`config.mk`:
```
export PLATFORM = sky130hd
export DESIGN_NAME = branch_resolver
export DESIGN_NICKNAME = d
export VERILOG_FILES = /design/src/rtl/branch_resolver_pkg.sv /design/src/rtl/branch_resolver_pred_fifo.sv /design/src/rtl/branch_resolver.sv
export SDC_FILE = /design/constraint.sdc
export NUM_CORES = 1
export LEC_CHECK = 0
export BUFFER_PORTS_ARGS = -buffer_cell sky130_fd_sc_hd__clkbuf_2
export CAP_MARGIN = 20
export CORE_ASPECT_RATIO = 0.8
export CORE_MARGIN = 2
export CORE_UTILIZATION = 55
export DETAILED_ROUTE_END_ITERATION = 10
export PLACE_DENSITY = 0.73
export REMOVE_ABC_BUFFERS = 1
export SKIP_CTS_REPAIR_TIMING = 1
export SLEW_MARGIN = 40
export SYNTH_ARGS = -nofsm -noshare
export SYNTH_HDL_FRONTEND = slang
export SYNTH_SLANG_ARGS = --single-unit
```
`constraint.sdc`:
```
create_clock -name clk_in -period 8.6 [get_ports clk_in]
set_input_delay 0.86 -clock clk_in [delete_from_list [all_inputs] [get_ports clk_in]]
set_output_delay 0.86 -clock clk_in [all_outputs]
set_load 0.005 [all_outputs]
```
`src/rtl/branch_resolver_pkg.sv`:
```
// Shared definitions for the branch resolver: FSM states, 2-bit counter encodings,
// the in-flight prediction record and the direction/target check.
package branch_resolver_pkg;

    localparam int unsigned IDX_W_DEFAULT = 12;

    typedef enum logic {
        ST_IDLE  = 1'b0,
        ST_FLUSH = 1'b1
    } br_state_t;

    typedef enum logic [1:0] {
        STRONG_NOT  = 2'b00,
        WEAK_NOT    = 2'b01,
        WEAK_JUMP   = 2'b10,
        STRONG_JUMP = 2'b11
    } br_ctr_t;

    typedef struct packed {
        logic [31:0] pc;
        logic        jump;
        logic [31:0] target;
    } pred_entry_t;

    // Target only matters when the branch was actually taken.
    function automatic logic pred_correct(pred_entry_t e, logic taken, logic [31:0] target);
        return (taken == e.jump) && (!taken || (target == e.target));
    endfunction

endpackage

```
`src/rtl/branch_resolver_pred_fifo.sv`:
```
// pred_fifo: synchronous FIFO of in-flight predictions with single-cycle clear.
module pred_fifo
    import branch_resolver_pkg::*;
#(
    parameter int unsigned DEPTH = 8
) (
    input  logic                   clk,
    input  logic                   rst_n,
    input  logic                   clear,
    input  logic                   push,
    input  logic                   pop,
    input  pred_entry_t            din,
    output pred_entry_t            head,
    output logic                   full,
    output logic                   empty,
    output logic [$clog2(DEPTH):0] count
);
    localparam int unsigned AW = $clog2(DEPTH);
    localparam int unsigned CW = AW + 1;

    pred_entry_t   mem [DEPTH];
    logic [AW-1:0] rd_ptr;
    logic [AW-1:0] wr_ptr;

    always_ff @(posedge clk) begin
        if (push && !clear) begin
            mem[wr_ptr] <= din;
        end
    end

    always_ff @(posedge clk or negedge rst_n) begin
        if (!rst_n) begin
            rd_ptr <= '0;
            wr_ptr <= '0;
            count  <= '0;
        end else if (clear) begin
            rd_ptr <= '0;
            wr_ptr <= '0;
            count  <= '0;
        end else begin
            if (push) wr_ptr <= wr_ptr + AW'(1);
            if (pop)  rd_ptr <= rd_ptr + AW'(1);
            count <= count + CW'(push) - CW'(pop);
        end
    end

    assign head  = mem[rd_ptr];
    assign full  = (count == CW'(DEPTH));
    assign empty = (count == '0);

endmodule

```
`src/rtl/branch_resolver.sv`:
```
// branch_resolver: checks committed branch outcomes against queued IF predictions,
// trains the predictor and redirects/flushes on mispredict. Optional: BRANCH_STATS_EN.
module branch_resolver
    import branch_resolver_pkg::*;
#(
    parameter int unsigned IDX_W = IDX_W_DEFAULT,
    parameter int unsigned DEPTH = 8
) (
    input  logic                   clk_in,
    input  logic                   rst_n_in,
    input  logic                   rdy_in,
    input  logic                   pred_valid_in,
    input  logic [31:0]            pred_pc_in,
    input  logic                   pred_jump_in,
    input  logic [31:0]            pred_target_in,
    output logic                   pred_ready_out,
    input  logic                   res_valid_in,
    input  logic                   res_taken_in,
    input  logic [31:0]            res_target_in,
    output logic                   upd_valid_out,
    output logic [IDX_W-1:0]       upd_idx_out,
    output logic                   upd_taken_out,
    output logic                   redirect_valid_out,
    output logic [31:0]            redirect_pc_out,
    output logic                   flush_out,
    output logic [$clog2(DEPTH):0] count_out
`ifdef BRANCH_STATS_EN
    ,
    output logic [31:0]            stat_br_out,
    output logic [31:0]            stat_miss_out
`endif
);
    localparam int unsigned CW = $clog2(DEPTH) + 1;

    br_state_t   state;
    br_state_t   state_nxt;
    pred_entry_t head;
    pred_entry_t in_entry;
    logic        fifo_full;
    logic        fifo_empty;
    logic [CW-1:0] fifo_count;
    logic [CW-1:0] count_nxt;
    logic        idle;
    logic        pop;
    logic        miss;
    logic        push;

    // A full FIFO still takes a push when the head retires correctly in the same cycle;
    // a mispredicting pop discards any same-cycle push as wrong-path.
    always_comb begin
        idle      = (state == ST_IDLE);
        pop       = rdy_in && idle && res_valid_in && !fifo_empty;
        miss      = pop && !pred_correct(head, res_taken_in, res_target_in);
        push      = rdy_in && idle && pred_valid_in && (!fifo_full || pop) && !miss;
        in_entry  = '{pc: pred_pc_in, jump: pred_jump_in, target: pred_target_in};
        count_nxt = miss ? '0 : (fifo_count + CW'(push) - CW'(pop));
        state_nxt = (idle && miss) ? ST_FLUSH : ST_IDLE;
    end

    pred_fifo #(.DEPTH(DEPTH)) u_fifo (
        .clk   (clk_in),
        .rst_n (rst_n_in),
        .clear (miss),
        .push  (push),
        .pop   (pop),
        .din   (in_entry),
        .head  (head),
        .full  (fifo_full),
        .empty (fifo_empty),
        .count (fifo_count)
    );

    always_ff @(posedge clk_in or negedge rst_n_in) begin
        if (!rst_n_in) begin
            state              <= ST_IDLE;
            pred_ready_out     <= 1'b1;
            upd_valid_out      <= 1'b0;
            upd_idx_out        <= '0;
            upd_taken_out      <= 1'b0;
            redirect_valid_out <= 1'b0;
            redirect_pc_out    <= '0;
            flush_out          <= 1'b0;
        end else if (!rdy_in) begin
            upd_valid_out      <= 1'b0;
            redirect_valid_out <= 1'b0;
            flush_out          <= 1'b0;
        end else begin
            state              <= state_nxt;
            pred_ready_out     <= (state_nxt == ST_IDLE) && (count_nxt < CW'(DEPTH));
            upd_valid_out      <= pop;
            redirect_valid_out <= miss;
            flush_out          <= miss;
            if (pop) begin
                upd_idx_out   <= head.pc[IDX_W-1:0];
                upd_taken_out <= res_taken_in;
            end
            if (miss) begin
                redirect_pc_out <= res_taken_in ? res_target_in : (head.pc + 32'd4);
            end
        end
    end

    assign count_out = fifo_count;

`ifdef BRANCH_STATS_EN
    always_ff @(posedge clk_in or negedge rst_n_in) begin
        if (!rst_n_in) begin
            stat_br_out   <= '0;
            stat_miss_out <= '0;
        end else if (rdy_in) begin
            if (pop)  stat_br_out   <= stat_br_out + 32'd1;
            if (miss) stat_miss_out <= stat_miss_out + 32'd1;
        end
    end
`endif

endmodule

```
# --- Word-level counts from Yosys, hierarchy flattened ---
# Memory sizes are Yosys's and may differ from the RTL's.
# Index checks and enable logic that the tools add are counted.
word_totals:
  reg_bits: 59
  ramBits: 520
  inputBits: 103
  output_inout_bits: 53
  wordCells: 56
  memories: 1
op_classes:
  n_addsub: 5
  magnitude_cmp: 1
  n_eq_ne: 3
  mux: 11
  bitwise: 2
  reduce_logical: 23
memory_table:
  columns: ["memory", "depth", "word_bits", "rd", "rd_ports_with_merged_regs", "write_ports", "line", "rtl"]
  rows:
  - ["u_fifo.mem", 8, 65, 1, 0, 1, "branch_resolver_pred_fifo.sv:21", "pred_entry_t mem [DEPTH];"]
ops:
  columns: ["op", "n"]
  rows:
  - ["32-bit by 3-bit adder with 32-bit output (second input constant)", 1]
  - ["32-bit equality test", 1]
  - ["32-bit two-way mux", 1]
  - ["3-bit two-way mux", 4]
  - ["1-bit logical AND", 11]
  - ["3-bit by 1-bit adder with 3-bit output (second input constant)", 2]
  - ["1-bit zero test", 5]
  - ["1-bit two-way mux", 5]
  - ["4-bit by 1-bit adder with 4-bit output", 1]
  - ["4-bit equality test (second input constant)", 1]
  - ["4-bit zero test", 1]
  - ["4-bit < comparator (second input constant)", 1]
  - ["4-bit two-way mux", 1]
  - ["2-bit AND reduction", 2]
  - ["2-bit nonzero test", 2]
  - ["4-bit by 1-bit subtractor with 4-bit output", 1]
  - ["1-bit logical OR", 2]
  - ["1-bit NOT", 2]
  - ["1-bit equality test", 1]

# --- Longest topological paths before layout ---
# Gate-level depths: netlist of run 1.
# An unclocked memory read counts as a cell.
logic_depth:
  ltp_word: 13
  ltp_mapped: 20
  depth_no_buf: 15

# --- Cells and area by module ---
# From an unflattened synthesis of run 1, not the netlist that was laid out.
unflattened:
  hier_cells: 1138
  hier_area_um2: 23329.9
by_module_without_submodules:
  columns: ["mod", "instances", "cells_each", "area_each_um2", "seq_area_each_um2"]
  rows:
  - ["pred_fifo", 1, 818, 20129.3, 15865.2]
  - ["branch_resolver", 1, 320, 3200.6, 1227.4]

# --- Worst setup path after synthesis of run 1 ---
# Ideal clock, no wire load.
synth_timing:
  path_type: "register to register"
  startpoint: "register u_fifo.rd_ptr[0]"
  endpoint: "memory u_fifo.mem[3][0] (netlist name) (enable)"
  setup_time_ps: 568
  t_arrival_ps: 6976
  required_ps: 8032
  slack_ps: 1056
  stages_incl_launch_ff: 14
  n_path_buf: 4
  synth_period_minus_slack_ps: 7544
  path_cell_list: "dfrtp_1 > buf_6 > buf_6 > mux4_2 > mux2i_1 > xor2_1 > nand4_1 > nor4_1 > nand4_1 > nand3_2 > inv_2 > buf_6 > buf_2 > nor3_1"
synth_via:
  elab_chain_cells: 11
  elab_cells_between_ends: 12
  classes_between: "eq/ne (2); mux (2); reduce/logical (7); memory (1)"
synth_lines:
  columns: ["item", "line", "rtl"]
  rows:
  - ["start: declaration", "branch_resolver_pred_fifo.sv:22", "logic [AW-1:0] rd_ptr;"]
  - ["start signal: assignment", "branch_resolver_pred_fifo.sv:42", "if (pop) rd_ptr <= rd_ptr + AW'(1);"]
  - ["memory read 8 x 65 bit (*)", null, null]
  - ["32-bit equality test", "branch_resolver_pkg.sv:27", "return (taken == e.jump) && (!taken || (target == e.target));"]
  - ["1-bit logical OR", "branch_resolver_pkg.sv:27", null]
  - ["1-bit logical AND (*)", "branch_resolver_pkg.sv:27", null]
  - ["1-bit zero test (*)", "branch_resolver.sv:53", "miss = pop && !pred_correct(head, res_taken_in, res_target_in);"]
  - ["1-bit logical AND (*)", "branch_resolver.sv:53", null]
  - ["1-bit zero test (*)", "branch_resolver_pred_fifo.sv:26, branch_resolver.sv:54", null]
  - ["1-bit logical AND", "branch_resolver.sv:54", "push = rdy_in && idle && pred_valid_in && (!fifo_full || pop) && !miss;"]
  - ["1-bit logical AND (*)", "branch_resolver_pred_fifo.sv:26", "if (push && !clear) begin"]
  - ["1-bit two-way mux (*)", "branch_resolver_pred_fifo.sv:26", null]
  - ["1-bit two-way mux (implied by the code) (*)", "branch_resolver_pred_fifo.sv:27", "mem[wr_ptr] <= din;"]
  - ["end: declaration", "branch_resolver_pred_fifo.sv:21", null]
# Every way passes the cells marked *; elsewhere a longest branch is shown, timed or not.

# --- Worst setup path after layout of run 1 ---
layout_timing:
  startpoint: "register u_fifo.rd_ptr[2]"
  endpoint: "memory u_fifo.mem[3][43] (netlist name) (enable)"
# The elaborated chain is that of the path after synthesis.

==> results of run 1 <==
==> through the flow <==
step                TNS, ns  utilization (%)  hold WS [ns]
floorplan           -919.92                -         0.465
global placement          0             59.0         0.460
detailed placement        0             59.1         0.471
CTS                       0             63.1         0.422
global route              0             63.1         0.298
finish                    0             63.1         0.259
==> metal layers <==
layer / global-route usage [%] / wire [um] / part of all wire [%]
met1: 34.2 / 22000 / 44
met2: 35.4 / 23600 / 47
met3: 4.08 / 3590 / 7.2
met4: 5.57 / 881 / 1.8
met5: 0 / 0 / 0
==> cells by family after synthesis <==
group | count (synthesis) | share of synthesized area [%]
XOR/XNOR | 62 | 2.31
AO/OA/AOI/OAI | 57 | 1.43
AND/OR/NAND/NOR | 167 | 3.91
flip-flops | 579 | 72.7
adder cells (fa/ha/maj) | 10 | 0.564
multiplexers | 228 | 16.8
buffers and inverters | 76 | 2.32
==> state kept, by name, indices dropped and copies added (netlist names) <==
register	count
flush_out	1
pred_ready_out	1
redirect_pc_out	32
state	1
u_fifo.count	4
u_fifo.mem	520
u_fifo.rd_ptr	3
u_fifo.wr_ptr	3
upd_idx_out	12
upd_taken_out	1
upd_valid_out	1
==> layout make-up <==
| cell class | count | area, um2 |
|---|---|---|
| Sequential cell | 579 | 17100 |
| Fill cell | 2844 | 15500 |
| Clock buffer | 72 | 1460 |
| Clock inverter | 28 | 215 |
| Multi-Input combinational cell | 524 | 5930 |
| Timing Repair Buffer | 181 | 1050 |
| Inverter | 17 | 63.8 |
| Tap cell | 552 | 691 |
| Antenna cell | 3 | 7.51 |
==> worst paths after layout <==
check	endpoint	cells past startpoint	slack, ns
min in group clk_in	pred_ready_out	2	0.48
min	upd_idx_out[5]	1	0.26
max in group asynchronous	u_fifo.rd_ptr[1]	1	7.84
min reg2reg	pred_ready_out	2	0.48
max reg2reg	u_fifo.mem[3][43]	12	3.09
max	u_fifo.mem[3][43]	12	3.09
==> where the power goes <==
group	internal [mW]	switching, mW	leakage (nW)
sequential	3.34	0.248	5.40
combinational	1.03	1.11	2.77
clock	1.28	0.990	0.820
==> layout by cell type, fill, tap and decap left out, types with 5 or more instances in the layout <==
master | Yosys | routed
buf_12 | 2 | 5
buf_4 | 12 | 19
clkbuf_1 | 12 | 15
clkbuf_16 | 0 | 55
clkbuf_2 | 0 | 154
clkinv_1 | 1 | 11
clkinv_2 | 0 | 11
dfrtp_1 | 58 | 55
edfxtp_1 | 520 | 520
ha_1 | 9 | 9
inv_1 | 15 | 15
mux2_2 | 35 | 35
mux2i_1 | 67 | 67
mux4_1 | 14 | 14
mux4_2 | 110 | 110
nand2_1 | 71 | 71
nand2b_1 | 8 | 8
nand3_1 | 6 | 6
nand4_1 | 9 | 9
nor2_1 | 21 | 21
nor3_1 | 11 | 8
nor4_1 | 6 | 6
o21ai_0 | 39 | 39
xnor2_1 | 11 | 11
xor2_1 | 51 | 51
==> flow_summary.toml, run 1 <==
[critical_path]
crit_top_cell = "nand4_1"
worst-path-buf-inv = 4
cp-startpoint = "u_fifo.rd_ptr[2]"
crit_family = "simple AND/OR/NAND/NOR gates"
slowest_delay_ns = 0.93
cp_max_fo = 63
path_cells = "buf_6, mux4_2, mux2i_1, xor2_1, nand4_1, nor4_1, nand4_1, nand3_2, inv_2, buf_4, nor3_2, buf_12"
endpoint_kind = "flop"
arrival_ns = 5.73
worst-setup-path-type = "flop to flop"
critPathSlowestCell = "dfrtp_4"
worstReg2RegStart = "u_fifo.rd_ptr[2]"
critPathLaunchType = "flop"
required_ns = 8.82

[power]
ir_worst_vdd_v = 0.000160
powerDensity_nw_per_um2 = 302
p_leak_nw = 9.00
p_total_mw = 8.00

[floorplanning]
ioPinCount = 156
fp.coreArea_um2 = 42000
start_util_pct = 56.0
dieArea_um2 = 44400
die_width_um = 235
num_rows = 67
die_h_um = 189

[global_routing]
grt-ovfl-total = 0
track_usage_pct = 22.8
antenna_found_initial = 2
grt_max_degree = 64
grt_pass1_vias = 11700
grt_pass1_wl_um = 75400

[routing]
ant_nets = 0
routed_wl_um = 50000
drt-initial-drc-count = 1162
drc = 0
post_drt_via_cell_ratio = 5.99
vias = 11700
drt-pass1-iter-count = 6
wl_per_cell_um = 25.6

[logic_synthesis]
yosysMostFrequentCell = "edfxtp_1"
ys.flop_type = "edfxtp_1"
ys_seq_elements = 579
ys_seq_area_share_pct = 72.7
synth_top_area_share_pct = 66.4
ys_async_sr_fraction_pct = 10.2
synth_cell_type_count = 57
synthTopCellsByCount = "edfxtp_1, mux4_2, nand2_1"
yosysTopAreaCell = "edfxtp_1"
synth_cells = 1179
synth_edf_count = 520
synth.cell_area_um2 = 23500
yosys_warnings = 0
avgSynthCellArea_um2 = 19.9
synth_area_leaders = "edfxtp_1, mux4_2, dfrtp_1, mux2i_1, xor2_1"

[finish]
fin_nets = 1470
area_growth_syn_to_layout_pct = 12.8
drive_gt1_share_pct = 30.6
final-instance-count-excl-fill = 1956
stdcell_area_um2 = 26500

[sta]
slew_headroom_pct = 42.4
slew_viol_final = 0
setup_ws_ns = 3.09
period_share_pct = 64.0
fin_crit_ns = 5.51
clock-skew-final_ns = 0.0115
setup_viol = 0
worst_pin_slew_ns = 0.839
fmax_ghz = 0.182
hold_violations = 0
rsz0062_at_grt = "no"

[worst_hold_path]
worstHoldPathType = "input pin to asynchronous set/reset pin"

[run_status]
status = "complete, no violations"

[cts]
cts.reportedPaths.clkPinSlew_ns = 0.06
cts-buffers-inserted = 54
clock-root-buffer = "clkbuf_16"
cts_tree = "built"
clk_latency_ns = 0.58
clock_sinks = 579
htreeDepth = 2
ctsLongestPathBuffers = 3

[place]
hpwl_um = 30600
dpl_worst_slack_ns = 3.16
port_buffers = 155
dp.cells = 1853
postPlaceCellArea_um2 = 24800
routabilityCongestion = 0.799

[flow_run]
cap_violations = 0
Note: power is estimated with default switching activity, not from simulation.
==> inputs of run 2 (changes only) <==
--- a/config.mk
+++ b/config.mk
@@ -9,9 +9,9 @@
 export CAP_MARGIN = 20
 export CORE_ASPECT_RATIO = 0.8
 export CORE_MARGIN = 2
-export CORE_UTILIZATION = 55
+export CORE_UTILIZATION = 54
 export DETAILED_ROUTE_END_ITERATION = 10
-export PLACE_DENSITY = 0.73
+export PLACE_DENSITY = 0.75
 export REMOVE_ABC_BUFFERS = 1
 export SKIP_CTS_REPAIR_TIMING = 1
 export SLEW_MARGIN = 40
==> constraint.sdc (replaced) <==
create_clock -name clk_in -period 4.9 [get_ports clk_in]
set_input_delay 0.49 -clock clk_in [delete_from_list [all_inputs] [get_ports clk_in]]
set_output_delay 0.49 -clock clk_in [all_outputs]
set_load 0.005 [all_outputs]
==> flow_summary.toml, run 2 (synthesis gave the netlist of run 1 again) <==
[run_status]
status = "complete, no violations"

[sta]
slew_headroom_pct = 52.9
fin_crit_ns = 4.36
hold_ws_ns = 0.150
clock-skew-final_ns = 0.0354
tns_ns = 0
slew_viol_final = 0
rsz0062_at_grt = "no"
fmax_ghz = 0.229
period_share_pct = 89.1
setup_viol = 0
worst_pin_slew_ns = 0.688
hold_violations = 0

[finish]
area_growth_syn_to_layout_pct = 15.0
final-seq-area_um2 = 17100
multi_input_area_um2 = 5930
final_common_cell = "edfxtp_1"
final-instance-count-excl-fill = 1994
top_regs = "u_fifo.mem: 520 flops, redirect_pc_out: 32 flops, upd_idx_out: 12 flops"
largest_reg_flops = 520
layout_common_cells = "edfxtp_1, clkbuf_2, mux4_2"
drive_gt1_share_pct = 32.7
n_fill_cell = 2968
regMostFlops = "u_fifo.mem"
stdcell_area_um2 = 27000
fin_nets = 1498

[cts]
cts.reportedPaths.clkPinSlew_ns = 0.07
htreeDepth = 2
clock_sinks = 579
clock-root-buffer = "clkbuf_16"
clk_latency_ns = 0.59
ctsLongestPathBuffers = 3
cts-buffers-inserted = 53
cts_tree = "built"

[critical_path]
endpoint_kind = "flop"
cp-startpoint = "u_fifo.rd_ptr[1]"
arrival_ns = 4.61
r2r_cells = 12
path_cells = "buf_4, mux4_2, mux2i_1, xor2_1, o2111ai_1, nor4_1, nand4_1, nand3_2, inv_2, buf_4, nor4b_4, buf_12"
cp_max_fo = 36
required_ns = 5.14
r2r_end = "u_fifo.mem[6][32]"
slowest_delay_ns = 0.59
crit_top_cell = "buf_4"
critPathLaunchType = "flop"
worst-setup-path-type = "flop to flop"
r2r_setup_slack_ns = 0.54
critPathSlowestCell = "dfrtp_4"
worstReg2RegStart = "u_fifo.rd_ptr[1]"

[routing]
routed_wl_um = 52600
drc = 0
drt-initial-drc-count = 1303
drt-pass1-iter-count = 5
post_drt_via_cell_ratio = 5.97
ant_nets = 0
vias = 11900
wl_per_cell_um = 26.4

[place]
routabilityCongestion = 0.828
postPlaceCellArea_um2 = 25200
hpwl_um = 33300
dp.cells = 1889
port_buffers = 155

[power]
powerDensity_nw_per_um2 = 539
p_leak_nw = 9.23
ir_worst_vdd_v = 0.000343

[floorplanning]
fp.coreArea_um2 = 43100
ioPinCount = 156
num_rows = 68
die_h_um = 191
dieArea_um2 = 45200
start_util_pct = 54.6
die_width_um = 237

[worst_hold_path]
hold_depth = 2
hold_path_end = "pred_ready_out"
worstHoldPathType = "input pin to flop"
worstHoldStart = "rdy_in"

[global_routing]
track_usage_pct = 23.8
grt_pass1_vias = 12300
antenna_found_initial = 6
grt-ovfl-total = 0
grt_pass1_wl_um = 78500
grt_max_degree = 60

[flow_run]
cap_violations = 0
==> run 2: changes by cell type in the layout (fill, tap and decap cells not counted) <==
cell and delta:
clkinv_16 +1, clkinv_1 -4, buf_6 -2, buf_12 +10, clkbuf_8 +2, clkbuf_1 -6, buf_4 +20, clkbuf_16 -1
clkinvlp_4 +4, dlygate4sd3_1 +1, diode_2 +1, clkinv_2 -1, bufinv_16 +5
==> run 2: worst max-delay path by stage <==
stage / to / slack [ns] / cells past startpoint
2_1_floorplan: u_fifo.mem[2][0] / -6.03 / 9
3_3_place_gp: u_fifo.mem[4][60] / 0.72 / 12
3_5_place_dp: u_fifo.mem[0][59] / 0.61 / 12
4_1_cts: u_fifo.mem[6][3] / 0.57 / 12
5_1_grt: u_fifo.mem[4][64] / 0.31 / 12
6_report: u_fifo.mem[6][32] / 0.54 / 12
==> run 2: final cells by class <==
| class | count | share of cell area [%] |
|---|---|---|
| sequential | 579 | 63.3 |
| multi-input combinational | 524 | 21.9 |
| clock buffer | 67 | 5.33 |
| timing repair buffer | 210 | 5.12 |
| tap | 560 | 2.59 |
| clock inverter | 33 | 1.50 |
| inverter | 17 | 0.236 |
| antenna | 4 | 0.0370 |
==> run 2: routing by layer <==
layer / share of wire [%] / vias up / global-route usage, %
li1: - / 5152 / -
met1: 42 / 6138 / 34.1
met2: 47 / 524 / 38.0
met3: 9.0 / 85 / 5.73
met4: 1.4 / 6 / 4.57
met5: 0.065 / - / 0
==> run 2: critical path, delay by kind of cell (launching register included) <==
kind | cells | cell delay, ns
xor+xnor | 1 | 0.35
compound gates | 1 | 0.19
mux | 2 | 0.78
flops | 1 | 0.59
simple gates | 4 | 1.15
buf+inv | 4 | 0.92
==> run 2: where the power goes <==
| group | switching [mW] | total [mW] | leakage (nW) | internal (mW) |
|---|---|---|---|---|
| clock | 1.78 | 4.30 | 0.888 | 2.52 |
| sequential | 0.305 | 6.17 | 5.40 | 5.87 |
| combinational | 2.19 | 4.10 | 2.94 | 1.91 |
==> run 2: metrics by stage <==
step           power, mW  util [%]  setup WS, ns
6_report            14.6      62.8         0.536
4_1_cts             14.7      62.8         0.570
3_3_place_gp        10.3      58.5         0.723
5_1_grt             15.2      62.8         0.306
3_5_place_dp        10.4      58.5         0.613
2_1_floorplan       9.17         -         -6.03
==> inputs of run 3 (changes only) <==
--- a/config.mk
+++ b/config.mk
@@ -5,7 +5,7 @@
 export SDC_FILE = /design/constraint.sdc
 export NUM_CORES = 1
 export LEC_CHECK = 0
-export BUFFER_PORTS_ARGS = -buffer_cell sky130_fd_sc_hd__clkbuf_2
+export BUFFER_PORTS_ARGS = -buffer_cell sky130_fd_sc_hd__buf_4
 export CAP_MARGIN = 20
 export CORE_ASPECT_RATIO = 0.8
 export CORE_MARGIN = 2
==> flow_summary.toml, run 3 (synthesis gave the netlist of run 1 again) <==
[routing]
ant_nets = 0
drt-initial-drc-count = 977
routed_wl_um = 52600
drt-pass1-iter-count = 5
vias = 12000
post_drt_via_cell_ratio = 6.01
drc = 0
wl_per_cell_um = 26.4

[cts]
cts-buffers-inserted = 54
cts_tree = "built"
cts.reportedPaths.clkPinSlew_ns = 0.06
ctsLongestPathBuffers = 3
htreeDepth = 2
clock-root-buffer = "clkbuf_16"
clock_sinks = 579
clk_latency_ns = 0.60

[sta]
fmax_ghz = 0.221
hold_violations = 0
setup_viol = 0
fin_crit_ns = 4.52
hold_ws_ns = 0.121
clock-skew-final_ns = 0.0237
setup_ws_ns = 0.383
slew_headroom_pct = 46.6
slew_viol_final = 0
rsz0062_at_grt = "no"
period_share_pct = 92.2
worst_pin_slew_ns = 0.800
tns_ns = 0

[finish]
regMostFlops = "u_fifo.mem"
top_regs = "u_fifo.mem: 520 flops, redirect_pc_out: 32 flops, upd_idx_out: 12 flops"
area_growth_syn_to_layout_pct = 15.6
layout_common_cells = "edfxtp_1, buf_4, mux4_2"
largest_reg_flops = 520
stdcell_area_um2 = 27200
fin_util_pct = 63.1
fin_nets = 1497
final_common_cell = "edfxtp_1"
drive_gt1_share_pct = 31.6
final-instance-count-excl-fill = 1992

[power]
p_total_mw = 14.3
powerDensity_nw_per_um2 = 526
ir_worst_vdd_v = 0.000332
p_leak_nw = 9.24

[critical_path]
arrival_ns = 4.77
worstReg2RegStart = "u_fifo.rd_ptr[1]"
critPathLaunchType = "flop"
cp-startpoint = "u_fifo.rd_ptr[1]"
worst-setup-path-type = "flop to flop"
r2r_end = "u_fifo.mem[5][3]"
crit_end = "u_fifo.mem[5][3]"
required_ns = 5.16
r2r_setup_slack_ns = 0.38
r2r_cells = 12
cp_max_fo = 39
endpoint_kind = "flop"

[floorplanning]
ioPinCount = 156
fp.coreArea_um2 = 43100
die_width_um = 237
die_h_um = 191
dieArea_um2 = 45200
start_util_pct = 54.6
num_rows = 68

[worst_hold_path]
worstHoldPathType = "input pin to flop"
worstHoldStart = "pred_pc_in[8]"

[flow_run]
cap_violations = 0

[global_routing]
grt_pass1_vias = 11900
antenna_found_initial = 3
track_usage_pct = 23.3
grt_pass1_wl_um = 76900
grt_max_degree = 66
grt-ovfl-total = 0

[place]
routabilityCongestion = 0.797
dpl_worst_slack_ns = 0.233
dp.cells = 1885
hpwl_um = 32500
postPlaceCellArea_um2 = 25500
port_buffers = 155

[run_status]
status = "complete, no violations"
## run 3: routing by layer
layer / part of all wire, % / routed length [um] / global-route usage [%]
met5: 0.063 / 33 / 0
met4: 1.8 / 943 / 5.10
met3: 9.1 / 4810 / 5.76
met2: 47 / 24800 / 36.4
met1: 42 / 22100 / 33.9
## run 3: layout make-up
cell class | count | area, um2
clock buffers | 82 | 1520
multi-input cells | 524 | 5930
repair buffers | 208 | 1730
fillers | 2890 | 15900
flip-flops and latches | 579 | 17100
diodes | 2 | 5.00
well taps | 560 | 701
inverters | 17 | 63.8
clock inverters | 20 | 139
## run 3: critical path, cell delays in order (launching register included)
cell and delay (ns):
dfrtp_4 0.71, buf_4 0.40, mux4_2 0.37, mux2i_1 0.18
xor2_1 0.37, nand4_1 0.16, nor4_1 0.29, nand4_1 0.18
nand3_2 0.19, inv_2 0.15, buf_4 0.31, nor4_4 0.47
buf_12 0.34
## run 3: worst min-delay path by stage
stage | to | slack (ns) | cells after the start
final | u_fifo.mem[7][41] | 0.12 | 1
after global routing | pred_ready_out | 0.10 | 2
after global placement | upd_idx_out[3] | 0.46 | 2
after floorplan | flush_out | 0.19 | 0
after detailed placement | upd_idx_out[3] | 0.47 | 2
after CTS | redirect_pc_out[6] | -0.10 | 1
## run 3: power breakdown
group	switching, mW	total, mW	internal, mW	leakage, nW
combinational	2.11	4.17	2.05	3.03
clock	1.73	3.92	2.19	0.812
sequential	0.354	6.22	5.87	5.40
